===== src/rtl/euler_row_stepper.sv =====
// euler_row_stepper: sequences one explicit Euler update x[i] += f[i] >>> H_SHIFT
// over n_rows memory entries. It emits the step_start / row_end / data_ready
// strobes, in that order, once per step.
module euler_row_stepper #(
  parameter int DATA_W  = 16,
  parameter int ADDR_W  = 5,
  parameter int H_SHIFT = 4
) (
  input  logic              clk,
  input  logic              rst_async_n,
  input  logic              start,
  input  logic [ADDR_W-1:0] n_rows,
  output logic              busy,
  output logic              rd_en,
  output logic [ADDR_W-1:0] rd_addr,
  input  logic [DATA_W-1:0] x_rd_data,
  input  logic [DATA_W-1:0] f_rd_data,
  output logic              wr_en,
  output logic [ADDR_W-1:0] wr_addr,
  output logic [DATA_W-1:0] wr_data,
  output logic              step_start,
  output logic              row_end,
  output logic              data_ready,
  output logic              sat
);

  typedef enum logic [2:0] {
    S_IDLE,
    S_START,
    S_READ,
    S_WAIT,
    S_WRITE,
    S_ROWEND,
    S_READY
  } state_e;

  localparam logic [DATA_W-1:0] MAX_POS = {1'b0, {(DATA_W-1){1'b1}}};
  localparam logic [DATA_W-1:0] MAX_NEG = {1'b1, {(DATA_W-1){1'b0}}};

  state_e              state_q, state_d;
  logic [ADDR_W-1:0]   idx_q, idx_d;
  logic [ADDR_W-1:0]   n_rows_q, n_rows_d;
  logic [DATA_W-1:0]   result_q, result_d;
  logic                sat_q, sat_d;

  logic signed [DATA_W-1:0] delta;
  logic signed [DATA_W:0]   sum_ext;
  logic                     ovf_pos;
  logic                     ovf_neg;
  logic [DATA_W-1:0]        clamped;
  logic                     last_row;

  // Datapath: floor-shifted derivative added to x one bit wider, then clamped
  always_comb begin
    delta   = $signed(f_rd_data) >>> H_SHIFT;
    sum_ext = {x_rd_data[DATA_W-1], x_rd_data} + {delta[DATA_W-1], delta};
    // The two top bits of the widened sum disagree only when the result
    // does not fit in DATA_W bits; the top bit gives the true sign.
    ovf_pos = ~sum_ext[DATA_W] &  sum_ext[DATA_W-1];
    ovf_neg =  sum_ext[DATA_W] & ~sum_ext[DATA_W-1];
    if (ovf_pos) begin
      clamped = MAX_POS;
    end else if (ovf_neg) begin
      clamped = MAX_NEG;
    end else begin
      clamped = sum_ext[DATA_W-1:0];
    end
  end

  // n_rows_q is at least 1 whenever this is consulted (zero rows skip READ/WRITE)
  assign last_row = (idx_q == n_rows_q - ADDR_W'(1));

  // Next-state and register-update logic for the step sequencer
  always_comb begin
    // NOTE: every signal assigned here gets a default first so no latch is inferred.
    state_d  = state_q;
    idx_d    = idx_q;
    n_rows_d = n_rows_q;
    result_d = result_q;
    sat_d    = sat_q;
    unique case (state_q)
      S_IDLE: begin
        if (start) begin
          n_rows_d = n_rows;
          idx_d    = '0;
          sat_d    = 1'b0;
          state_d  = S_START;
        end
      end
      S_START: begin
        state_d = (n_rows_q == '0) ? S_ROWEND : S_READ;
      end
      S_READ: begin
        state_d = S_WAIT;
      end
      S_WAIT: begin
        result_d = clamped;
        if (ovf_pos || ovf_neg) begin
          sat_d = 1'b1;
        end
        state_d = S_WRITE;
      end
      S_WRITE: begin
        if (last_row) begin
          state_d = S_ROWEND;
        end else begin
          idx_d   = idx_q + ADDR_W'(1);
          state_d = S_READ;
        end
      end
      S_ROWEND: begin
        state_d = S_READY;
      end
      S_READY: begin
        state_d = S_IDLE;
      end
      default: begin
        state_d = S_IDLE;
      end
    endcase
  end

  // State and datapath registers with asynchronous active-low reset
  always_ff @(posedge clk or negedge rst_async_n) begin
    if (!rst_async_n) begin
      // NOTE: the reset clears result_q too so wr_data reads 0 during reset.
      state_q  <= S_IDLE;
      idx_q    <= '0;
      n_rows_q <= '0;
      result_q <= '0;
      sat_q    <= 1'b0;
    end else begin
      // NOTE: non-blocking assignments so all registers update from pre-edge values.
      state_q  <= state_d;
      idx_q    <= idx_d;
      n_rows_q <= n_rows_d;
      result_q <= result_d;
      sat_q    <= sat_d;
    end
  end

  // Moore output decode: registered state only, no input-to-output path
  assign busy       = (state_q != S_IDLE);
  assign rd_en      = (state_q == S_READ);
  assign rd_addr    = rd_en ? idx_q : '0;
  assign wr_en      = (state_q == S_WRITE);
  assign wr_addr    = wr_en ? idx_q : '0;
  assign wr_data    = wr_en ? result_q : '0;
  assign step_start = (state_q == S_START);
  assign row_end    = (state_q == S_ROWEND);
  assign data_ready = (state_q == S_READY);
  assign sat        = sat_q;

endmodule


===== config.mk =====
export PLATFORM = sky130hd
export DESIGN_NAME = euler_row_stepper
export DESIGN_NICKNAME = d
export VERILOG_FILES = /design/src/rtl/euler_row_stepper.sv
export SDC_FILE = /design/constraint.sdc
export NUM_CORES = 1
export LEC_CHECK = 0
export ABC_CLOCK_PERIOD_IN_PS = 2200
export BUFFER_PORTS_ARGS = -buffer_cell sky130_fd_sc_hd__buf_2
export CELL_PAD_IN_SITES_DETAIL_PLACEMENT = 1
export CELL_PAD_IN_SITES_GLOBAL_PLACEMENT = 1
export CORE_MARGIN = 5
export CORE_UTILIZATION = 39
export DETAILED_ROUTE_END_ITERATION = 10
export PLACE_DENSITY = 0.78
export SETUP_SLACK_MARGIN = 0.05
export SLEW_MARGIN = 5
export SYNTH_ARGS = -nofsm -noshare
export SYNTH_HDL_FRONTEND = slang
export SYNTH_SLANG_ARGS = --single-unit

===== constraint.sdc =====
create_clock -name clk -period 2.2 [get_ports clk]
set_input_delay 0.22 -clock clk [delete_from_list [all_inputs] [get_ports clk]]
set_output_delay 0.22 -clock clk [all_outputs]
set_load 0.05 [all_outputs]

==> impl_results.md <==
* CTS tree: built
* Layout Nets at about 490
* Most frequent cells in the layout: buf_2 (59), buf_4 (59), nor2_1 (36)
* Pwr Total at 4.34 mW
* Period Utilization, post-route at 98.1%
* # rows at 30
* CTS clk-pin slew, worst paths at 0.07 ns
* Routed vias/inst at approximately 5.7
* Fin worst setup slack at 0.0417 ns
* Synth Register Bits at 30
* CP Cell Sequence: clkbuf_4 > ha_1 > o21a_1 > o31a_1 > nor3b_2 > a31o_1 > nor2_2 > ha_4 > nor2_4 > buf_6 > a32oi_2 > o211ai_2
* Util after Layout at 60.7%
* Core area at about 6700 um^2
* Die span in y at about 92 um
* Power Dens Cells at between 1000 and 1500 nW/um^2
* Syn nets at ~370
* Clk_lat worst skew at 0.29 ns
* Final setup vio count at 0
* Leak at 1.91 nW
* Die width at about 92 um
* DR iter-0 viols at between 100 and 150
* GP Congestion at between 0.8 and 0.9
* Post-synth EDFFs at 0
* Ys Warns at 0
* VDD IR-drop max at approximately 0.38 mV
* Area of the die at around 8500 um^2
* Slowest CP cell: ha_1
* Final Cell Area at about 4000 um^2
* Yosys cell types at 58
* DRT Pass-1 Iters at 4
* HP Class: in -> reg
* RSZ-0062 raised after global routing: yes
* Cells after synthesis at around 310
* Predominant post-synthesis flop cell: dfrtp_1
* Clock Path Buffers at 2
* Vias in the first global route at just over 3,000
* Initial antenna violation count at 0
* GRT Total Usage at between 20% and 30%
* FMAX at between 400 and 500 MHz
* Placed inst area at about 3600 um^2
* Via Count at just under 3,000
* Worst Tran Pin Value at slightly above 0.7 ns
* Yosys top cell by area: dfrtp_1
* Critical Path Source Type: input port
* Wire per inst at a little under 20 um
* Clk sinks at 30
* Relative slew slack at between 50% and 60%
* Crit Path Class: in -> reg
* Mapped cell area at approximately 2600 um^2
* DRC errors left at 0
* Clock Skews at around 0.0086 ns
* H-tree depth at 2
* Final Hold Violating Endpoints at 0
* Async S/R FF share, synth at between 90% and 100%
* Non-Filler Instances at between 500 and 600
* Remaining Overflow, GRT at 0
* Mean area per synthesized cell at around 8.6 um^2
* Period minus WS final at around 2.2 ns
* Ant. Diodes at 0
* Initial core utilization at just under 40%
* First-pass GRT wire length at between 10,000 and 15,000 um
* Critical path required time at approximately 2.4 ns
* CTS root buf: clkbuf_8
* Slew Limit Fails at 0
* Inserted Clock Buffers at 5
* Layout cells sized above 1 at a little under half
* Max-cap viol count at 0
* Status: finished, final reports clean
* Top cells by area, synth: dfrtp_1 (29%), ha_1 (9.0%), nor2_1 (5.8%)
* Placed Cells at about 490
* Synth-to-Final Area Change at 54.2%
* Buffers on Ports at a little under 70
* # IOs at 73
* Post-route antenna net violation count at 0
* Worst path max stage delay at 0.39 ns
* Largest net degree at the start of global routing at 34
* Placement Setup Slack at -0.372 ns
* DP Wirelength at 6740 um
* Seq/Total Area, Yosys at between 20% and 30%
* Post-Route WL at 9920 um
* Worst setup EP type: flip-flop
* Share of the synthesized area in the top cell type at between 20% and 30%
* CP Data Arrival Time at about 2.3 ns
* Crit Path Max Fanout at 5
[timing repair]
item,4_1_cts,5_1_grt
setup endpoints to repair,15,15
pin swaps,9,20
hold buffers,1,0
endpoints found under the hold margin,30,0
buffers inserted,3,7
cloned,0,1
resized for setup,13,29
[worst max-delay path, delay by kind of cell]
family | cells | cell delay [ns]
AOI/OAI and AO/OA | 5 | 0.86
adders and majority gates | 2 | 0.62
buffers and inverters | 2 | 0.31
and+or+nand+nor | 3 | 0.31
[synthesized netlist by cell type (6+ instances only)]
master    number
nand2b_1       7
o21a_1         7
a31oi_1       10
inv_1          6
a21oi_1       13
nand3_1        6
nor2_1        41
o21ai_0        7
clkbuf_1      13
and2_1         7
nand2_1       17
ha_1          19
xnor2_1       12
a21oi_2        6
dfrtp_1       30
and3_1        22
[final cells by class]
type	instances	area, um^2
clock buffer	6	82.6
clock inverter	2	60.1
fill	776	2630
inverter	7	26.3
multi-input combinational	253	2080
sequential	30	751
tap	80	100
timing repair buffer	136	953
[report_power, final]
part / internal, mW / total (mW) / leakage (nW) / switching, mW
Combinational: 1.02 / 2.57 / 1.49 / 1.55
Sequential: 0.801 / 1.06 / 0.351 / 0.258
Clock: 0.483 / 0.714 / 0.0714 / 0.231
Total: 2.30 / 4.34 / 1.91 / 2.04
[worst paths after layout]
kind,cells after the start,slack [ns],to,startpoint
setup / recovery,12,0.04,result_q[13],f_rd_data[15]
hold / removal,2,0.16,n_rows_q[3],n_rows[3]
setup reg to reg,7,0.15,state_q[1],n_rows_q[0]
hold reg to reg,2,0.51,result_q[14],result_q[14]
max in group asynchronous,2,1.22,result_q[9],rst_async_n
min in group asynchronous,2,0.52,n_rows_q[2],rst_async_n
[sequential cells by signal (all words and copies together) (netlist names)]
name	flops
n_rows_q	5
idx_q	5
state_q	3
sat	1
result_q	16
[routing by layer]
| metal | global-route usage (%) | vias up | part of all wire, % |
|---|---|---|---|
| li1 | - | 1375 | - |
| met1 | 25.6 | 1438 | 41 |
| met2 | 40.7 | 85 | 53 |
| met3 | 2.71 | 20 | 3.4 |
| met4 | 5.20 | 0 | 2.2 |
| met5 | 0 | - | 0 |
[metrics by stage]
| step | TNS [ns] | hold slack (ns) |
|---|---|---|
| floorplan | -0.0941 | -0.0756 |
| global placement | -1.89 | 0.302 |
| detailed placement | -4.19 | 0.302 |
| CTS | 0 | 0.155 |
| global route | -0.0532 | 0.151 |
| finish | 0 | 0.161 |
[logic make-up after synthesis]
logic type | share of synthesized area [%]
and+or+nand+nor | 23.7
AOI/OAI and AO/OA | 26.3
DFF | 28.5
buffers and inverters | 3.80
adders and majority gates | 9.80
xor gates and xnor gates | 4.99
muxes | 2.90
No activity file was read; power rests on OpenSTA's default activity.
